`config.mk`:
```
export PLATFORM = sky130hd
export DESIGN_NAME = uart_tx_arbiter
export DESIGN_NICKNAME = d
export VERILOG_FILES = /design/src/rtl/uart_tx_arbiter.sv
export SDC_FILE = /design/constraint.sdc
export NUM_CORES = 1
export LEC_CHECK = 0
export BUFFER_PORTS_ARGS = -buffer_cell sky130_fd_sc_hd__buf_2
export CAP_MARGIN = 0
export CORE_MARGIN = 1.5
export CORE_UTILIZATION = 30
export DETAILED_ROUTE_END_ITERATION = 8
export HOLD_SLACK_MARGIN = 0.06
export SLEW_MARGIN = 20
export SYNTH_ARGS = -nofsm -noshare
export SYNTH_HDL_FRONTEND = slang
export SYNTH_SLANG_ARGS = --single-unit
```
`constraint.sdc`:
```
create_clock -name clk -period 4 [get_ports clk]
set_clock_uncertainty 0.05 [all_clocks]
set_input_delay 0.2 -clock clk [delete_from_list [all_inputs] [get_ports clk]]
set_output_delay 0.2 -clock clk [all_outputs]
set_load 0.005 [all_outputs]
```
`src/rtl/uart_tx_arbiter.sv`:
```
// uart_tx_arbiter: packet-granular round-robin sharing of one UART transmitter among N_REQ byte streams.
module uart_tx_arbiter #(
  parameter int N_REQ   = 2,
  parameter int TIMEOUT = 1024
) (
  input  logic               clk,
  input  logic               rst,
  input  logic [8*N_REQ-1:0] req_data,
  input  logic [N_REQ-1:0]   req_valid,
  input  logic [N_REQ-1:0]   req_last,
  output logic [N_REQ-1:0]   req_ready,
  output logic [N_REQ-1:0]   grant,
  output logic [7:0]         tx_data,
  output logic               tx_start,
  input  logic               tx_done,
  output logic               timeout_err
);
  localparam int PW = $clog2(N_REQ);
  localparam int CW = $clog2(TIMEOUT);
  typedef enum logic [1:0] {IDLE, ISSUE, BUSY} state_t;
  state_t         state_q, state_d;
  logic [PW-1:0]  ptr_q, ptr_d, gidx_q, gidx_d, sel;
  logic [CW-1:0]  cnt_q, cnt_d;
  logic [7:0]     tx_data_q, tx_data_d;
  logic           last_q, last_d, tx_start_q, tx_start_d, timeout_err_q, timeout_err_d;
  logic           hs, expire;
  logic [N_REQ-1:0] gmask;
  assign gmask       = N_REQ'(1) << gidx_q;
  assign expire      = cnt_q == CW'(TIMEOUT - 1);
  // a stall that expires this cycle wins over a late-arriving byte
  assign hs          = (state_q == ISSUE) && req_valid[gidx_q] && !expire;
  assign req_ready   = hs ? gmask : '0;
  assign grant       = (state_q == IDLE) ? '0 : gmask;
  assign tx_data     = tx_data_q;
  assign tx_start    = tx_start_q;
  assign timeout_err = timeout_err_q;
  // descending scan so the nearest set bit above ptr is the last one written
  always_comb begin
    sel = '0;
    for (int k = N_REQ; k >= 1; k--)
      if (req_valid[(int'(ptr_q) + k) % N_REQ]) sel = PW'((int'(ptr_q) + k) % N_REQ);
  end
  always_comb begin
    state_d       = state_q;
    ptr_d         = ptr_q;
    gidx_d        = gidx_q;
    cnt_d         = cnt_q;
    last_d        = last_q;
    tx_data_d     = tx_data_q;
    tx_start_d    = 1'b0;
    timeout_err_d = 1'b0;
    case (state_q)
      IDLE: if (|req_valid) begin
        gidx_d  = sel;
        cnt_d   = '0;
        state_d = ISSUE;
      end
      ISSUE: if (hs) begin
        tx_data_d  = req_data[8*gidx_q +: 8];
        tx_start_d = 1'b1;
        last_d     = req_last[gidx_q];
        state_d    = BUSY;
      end else if (expire) begin
        timeout_err_d = 1'b1;
        ptr_d         = gidx_q;
        state_d       = IDLE;
      end else begin
        cnt_d = cnt_q + 1'b1;
      end
      BUSY: if (tx_done) begin
        ptr_d   = last_q ? gidx_q : ptr_q;
        cnt_d   = '0;
        state_d = last_q ? IDLE : ISSUE;
      end
      default: state_d = IDLE;
    endcase
  end
  always_ff @(posedge clk) begin
    if (rst) begin
      state_q       <= IDLE;
      ptr_q         <= PW'(N_REQ - 1);
      gidx_q        <= '0;
      cnt_q         <= '0;
      last_q        <= 1'b0;
      tx_data_q     <= 8'h00;
      tx_start_q    <= 1'b0;
      timeout_err_q <= 1'b0;
    end else begin
      state_q       <= state_d;
      ptr_q         <= ptr_d;
      gidx_q        <= gidx_d;
      cnt_q         <= cnt_d;
      last_q        <= last_d;
      tx_data_q     <= tx_data_d;
      tx_start_q    <= tx_start_d;
      timeout_err_q <= timeout_err_d;
    end
  end
endmodule

```
# [Yosys cells after proc, flatten, opt, wreduce, memory -nomap -nowiden]
# Index checks and enable logic that the tools add are counted.
[word_totals] regBits=25 in_bits=23 out_inout_bits=14
[classes] n_addsub=3 magnitude_cmp=3 n_eq_ne=10 shifts=2 n_mux=32 bitwise_logic=3 reduce_logical=14
[op_table] cell="$mux W10" count=4
[op_table] cell="$pmux W10 S3" count=1
[op_table] cell="$mux W1" count=19
[op_table] cell="$shiftx A16 B5 Y8" count=1
[op_table] cell="$mux W2" count=6
[op_table] cell="$add A10 B1 Y10 const B" count=1
[op_table] cell="$eq A10 B10 Y1 const B" count=1
[op_table] cell="$ne A2 B2 Y1 const B" count=5
[op_table] cell="$reduce_and A5 Y1" count=2
[op_table] cell="$lt A2 B3 Y1 const B" count=2
[op_table] cell="$pmux W2 S3" count=1
[op_table] cell="$reduce_and A2 Y1" count=2
[op_table] cell="$reduce_or A2 Y1" count=2
[op_table] cell="$ne A3 B3 Y1 const B" count=1
[op_table] cell="$reduce_and A3 Y1" count=1
[op_table] cell="$reduce_bool A3 Y1" count=1
[op_table] cell="$reduce_or A3 Y1" count=1
[op_table] cell="$add A1 B1 Y1 const B" count=2
[op_table] cell="$and A1 B1 Y1 const A" count=2
[op_table] cell="$eq A2 B1 Y1 const B" count=1
[op_table] cell="$eq A2 B2 Y1 const B" count=1
[op_table] cell="$logic_and A1 B1 Y1" count=2
[op_table] cell="$logic_not A2 Y1" count=1
[op_table] cell="$lt A1 B2 Y1 const B" count=1
[op_table] cell="other kinds (6)" count=6

# [Logic depth before layout (Yosys ltp)]
[logic_depth] depth_word=7 depth_mapped=6

# [Least setup slack after synthesis]
# Ideal clock, no wire load.
[synth_timing] path_type="reg2out" start="register cnt_q[0]" end="output req_ready[0]" arrival_ns=1.508 required_ns=3.750 slack_ns=2.242 stages_incl_launch_ff=6 n_path_buf=1 path_cell_list="dfxtp_1 -> ha_1 -> and3_1 -> a311oi_1 -> buf_2 -> nor2b_1"
[synth_between] elab_chain_len=4
[synth_rtl] element="from (decl)" line="23" source="logic [CW-1:0] cnt_q, cnt_d;"
[synth_rtl] element="from (signal assigned)" line="92" source="cnt_q <= cnt_d;"
[synth_rtl] element="$eq A10 B10 Y1" line="29" source="assign expire = cnt_q == CW'(TIMEOUT - 1);"
[synth_rtl] element="$logic_not A1 Y1" line="31" source="assign hs = (state_q == ISSUE) && req_valid[gidx_q] && !expire;"
[synth_rtl] element="$logic_and A1 B1 Y1" line="31"
[synth_rtl] element="$mux W2" line="32" source="assign req_ready = hs ? gmask : '0;"
[synth_rtl] element="to (decl)" line="11" source="output logic [N_REQ-1:0] req_ready,"
# No other way between the ends.

# [Worst setup path after layout]
[layout_timing] start="register gidx_q" end="output req_ready[0]"
[layout_between] elab_chain_len=5 elab_cells_between_ends=6 cone_classes="1 x shift; 3 x mux; 2 x reduce/logical"
[layout_rtl] element="from (decl)" line="22" source="logic [PW-1:0] ptr_q, ptr_d, gidx_q, gidx_d, sel;"
[layout_rtl] element="from (signal assigned)" line="91" source="gidx_q <= gidx_d;"
[layout_rtl] element="$mux W1 (implied by the code) (2 in a row)" line="31"
[layout_rtl] element="$logic_and A1 B1 Y1 (2 in a row)" line="31"
[layout_rtl] element="$mux W2 (*)" line="32"
# Every way passes the cells marked *; elsewhere a longest branch is shown, timed or not. The select of a mux whose other input is x is not followed.

==> summary.md <==
| Metric | Value |
|---|---|
| Worst path required time | `3.75 ns` |
| Count of input and output buffers | `36` |
| # DRC | `0` |
| Antenna diode count | `0` |
| Footprint of the multi-input gates | `about 710 µm²` |
| Sequential power share | `0.538` |
| Post-route minimum period | `2.636 ns` |
| Largest net degree at the start of global routing | `17` |
| Max Fclk | `around 380 MHz` |
| Synthesized area | `between 0.001 and 0.0015 mm²` |
| Reg area | `between 500 and 600 µm²` |
| Post-synth EDFFs | `0` |
| Critical Path AT | `2.39 ns` |
| CTS Buffer Depth | `2` |
| Leakage power | `0.5774 nW` |
| Site row count | `23` |
| Uppermost layer routed | `met4` |
| Clk_lat worst skew | `between 0.2 and 0.3 ns` |
| Vias | `1178` |
| Vias per cell | `5.189` |
| Metal3 WL | `142 µm` |
| Maximum VDD drop | `about 170 µV` |
| Die W | `67.81 µm` |
| Clock root cell | `clkbuf_8` |
| RSZ-0062 raised after global routing | `false` |
| Power per Cell Area | `333.3 mW/mm²` |
| Final Cell Area | `0.001529 mm²` |
| Syn. warnings | `0` |
| Hold WC Path Type | `primary input to flop` |
| CTS tree | `yes` |
| CP max FO | `16` |
| Switching Share | `0.2682` |
| CTS Buf Count | `3` |
| Register area share after synthesis | `0.3972` |
| Crit-path cells | `mux2i_4 -> a311oi_2 -> nor2b_1 -> buf_2` |
| Max-slew violations | `0` |
| Post-synth cell types | `36` |
| Ys flop type | `dfxtp_1` |
| Initial DRC Count | `96` |
| Clock slew at reported path FFs | `0.08 ns` |
| Core area | `0.004029 mm²` |
| Crit path largest cell delay | `0.84 ns` |
| Layout cells sized above 1 | `0.2486` |
| Area grow syn2layout | `21.35%` |
| Metal2 WL | `1197 µm` |
| Fin crit share | `0.6590` |
| Htree depth | `1` |
| Die Y-Extent | `67.81 µm` |
| First-pass GRT wire length | `between 4000 and 5000 µm` |
| Mapped Cells | `142` |
| Count of final hold-check violations | `0` |
| Syn Nets | `166` |
| Resized cells post-CTS | `0` |
| Setup ws final | `1.364 ns` |
| P_sw | `0.1367 mW` |
| Number of synthesized register bits | `25` |
| Avg Cell Area, Syn | `8.873 µm²` |
| Initial core utilization | `0.3127` |
| Post-CTS setup buffer count | `0` |
| Final core area utilization | `0.3795` |
| 1st-pass router iterations | `4` |
| Gr usage total | `0.1271` |
| Initial antenna violation count | `0` |
| Die area | `0.004598 mm²` |
| Setup violations, final | `0` |
| CP Capture Type | `output port` |
| Dpl cell area | `around 0.0015 mm²` |
| Clk sinks | `25` |
| Wl on met1 | `1327 µm` |
| Setup CP Type | `flop to output port` |
| Clk network pwr share | `0.286` |
| # fillers | `417` |
| Dpl ws | `roughly 1.5 ns` |
| Comb pwr share | `0.176` |
| WL per Instance | `11.81 µm` |
| Slew margin rel. | `0.4384` |
| Internal | `0.3729 mW` |
| HPWL after detailed placement | `2014 µm` |
| Nets | `202` |
| RePlAce Congestion | `0.7798` |
| Ys async rst share | `0` |
| Detailed Route WL | `2681 µm` |
| Hold buffer count at CTS | `0` |
| Worst slew pin tran | `~0.84 ns` |
| Crit start category | `flop` |
| Maxcap violations | `0` |
| Tot Pwr | `0.5096 mW` |
| TNS Setup | `0 ns` |
| Status | `complete, no violations` |
| Grt total ovfl | `0` |
| # IOs | `37` |
| CP max stage cell | `dfxtp_1` |
| Remaining antenna violation count | `0` |
| Vias in the first global route | `1047` |
critical path: cells and delay by family (launching register included):
| kind | cells | cell delay (ns) |
|---|---|---|
| buf+inv | 1 | 0.12 |
| simple gates | 1 | 0.21 |
| mux | 1 | 0.21 |
| flops | 1 | 0.84 |
| compound gates | 1 | 0.73 |
registers in the layout, indices dropped and copies added, names as in the netlist:
name,flops
cnt_q,10
last_q,1
ptr_q,1
tx_start,1
state_q,2
tx_data,8
gidx_q,1
timeout_err,1
Yosys cell counts, types with 2 or more instances:
| master | number | share of area |
|---|---|---|
| dfxtp_1 | 25 | 0.40 |
| o31ai_1 | 5 | 0.030 |
| inv_1 | 5 | 0.015 |
| nor2b_1 | 4 | 0.020 |
| o311ai_0 | 2 | 0.014 |
| buf_2 | 2 | 0.0079 |
| and4_1 | 2 | 0.014 |
| nand3_1 | 5 | 0.020 |
| mux2i_1 | 10 | 0.079 |
| a211oi_1 | 9 | 0.054 |
| nor3_1 | 2 | 0.0079 |
| or4_1 | 6 | 0.036 |
| nor2_1 | 14 | 0.042 |
| nand4_1 | 4 | 0.020 |
| clkbuf_1 | 3 | 0.0089 |
| o21ai_0 | 5 | 0.020 |
| a21oi_1 | 10 | 0.040 |
| and3_1 | 3 | 0.015 |
| and2_1 | 3 | 0.015 |
| nand2_1 | 7 | 0.021 |
cell families after synthesis:
logic type | share of synthesized area
AOI/OAI and AO/OA | 0.2006
adders and majority gates | 0.009929
buffers and inverters | 0.04072
DFF | 0.3972
muxes | 0.09732
and+or+nand+nor | 0.2542
area by class of cell:
cell class / count / share of cell area
multi-input cells: 106 / 0.4673
clock buffers: 4 / 0.02946
well taps: 50 / 0.04092
inverters: 5 / 0.01227
repair buffers: 37 / 0.1227
flip-flops and latches: 25 / 0.3273
path summary, 6_finish.rpt:
| kind | from | to | slack, ns | depth (start not counted) |
|---|---|---|---|---|
| setup / recovery | gidx_q | req_ready[0] | 1.36 | 4 |
| hold / removal | tx_done | state_q[1] | 0.20 | 4 |
| setup reg to reg | gidx_q | last_q | 1.56 | 5 |
| hold reg to reg | last_q | state_q[0] | 0.44 | 1 |
per-layer routing:
layer  vias to the layer above  GRT usage
met1                       521     0.1685
met2                        34     0.2132
met3                         4    0.03000
met4                         0    0.02000
met5                         -          0
li1                        619          -
power groups by stage:
stage,Combinational [mW],Clock [mW],Sequential [mW]
floorplan,0.0609,0,0.275
global placement,0.0902,0,0.281
detailed placement,0.0904,0,0.280
CTS,0.0907,0.152,0.274
global route,0.100,0.161,0.277
finish,0.0896,0.146,0.274
metrics by stage:
| stage | hold WS (ns) | std cells |
|---|---|---|
| 2_1_floorplan | 0.2228 | 142 |
| 3_5_place_dp | 0.4334 | 223 |
| 3_3_place_gp | 0.4307 | 223 |
| 4_1_cts | 0.1956 | 227 |
| 5_1_grt | 0.2097 | 227 |
| 6_report | 0.2006 | 227 |
cell usage in the layout (no fill, tap or decap):
| cell | n |
|---|---|
| nand4b_1 | 1 |
| a31oi_1 | 1 |
| nor4_1 | 1 |
| o31ai_1 | 5 |
| o311ai_0 | 2 |
| mux2i_1 | 10 |
| ha_1 | 1 |
| o211ai_1 | 1 |
| nand2_1 | 7 |
| a2111oi_0 | 1 |
| or4_1 | 6 |
| nand4_1 | 4 |
| clkbuf_1 | 1 |
| o21ai_0 | 5 |
| nor2_1 | 14 |
| mux2i_4 | 1 |
| nor2b_1 | 4 |
| buf_2 | 36 |
| and4_1 | 2 |
| or3_1 | 1 |
| nor4_2 | 1 |
| buf_4 | 1 |
| clkbuf_8 | 3 |
| a21oi_1 | 10 |
| a311oi_2 | 1 |
| nor3_1 | 2 |
| nand3_1 | 5 |
| o221ai_2 | 1 |
| and2_1 | 3 |
| inv_1 | 5 |
| nand3b_1 | 1 |
| a32oi_1 | 1 |
| a211oi_1 | 9 |
| nand2b_1 | 1 |
| dfxtp_1 | 25 |
| nor4b_1 | 1 |
| and3_1 | 3 |
Note: power is estimated with default switching activity, not from simulation.
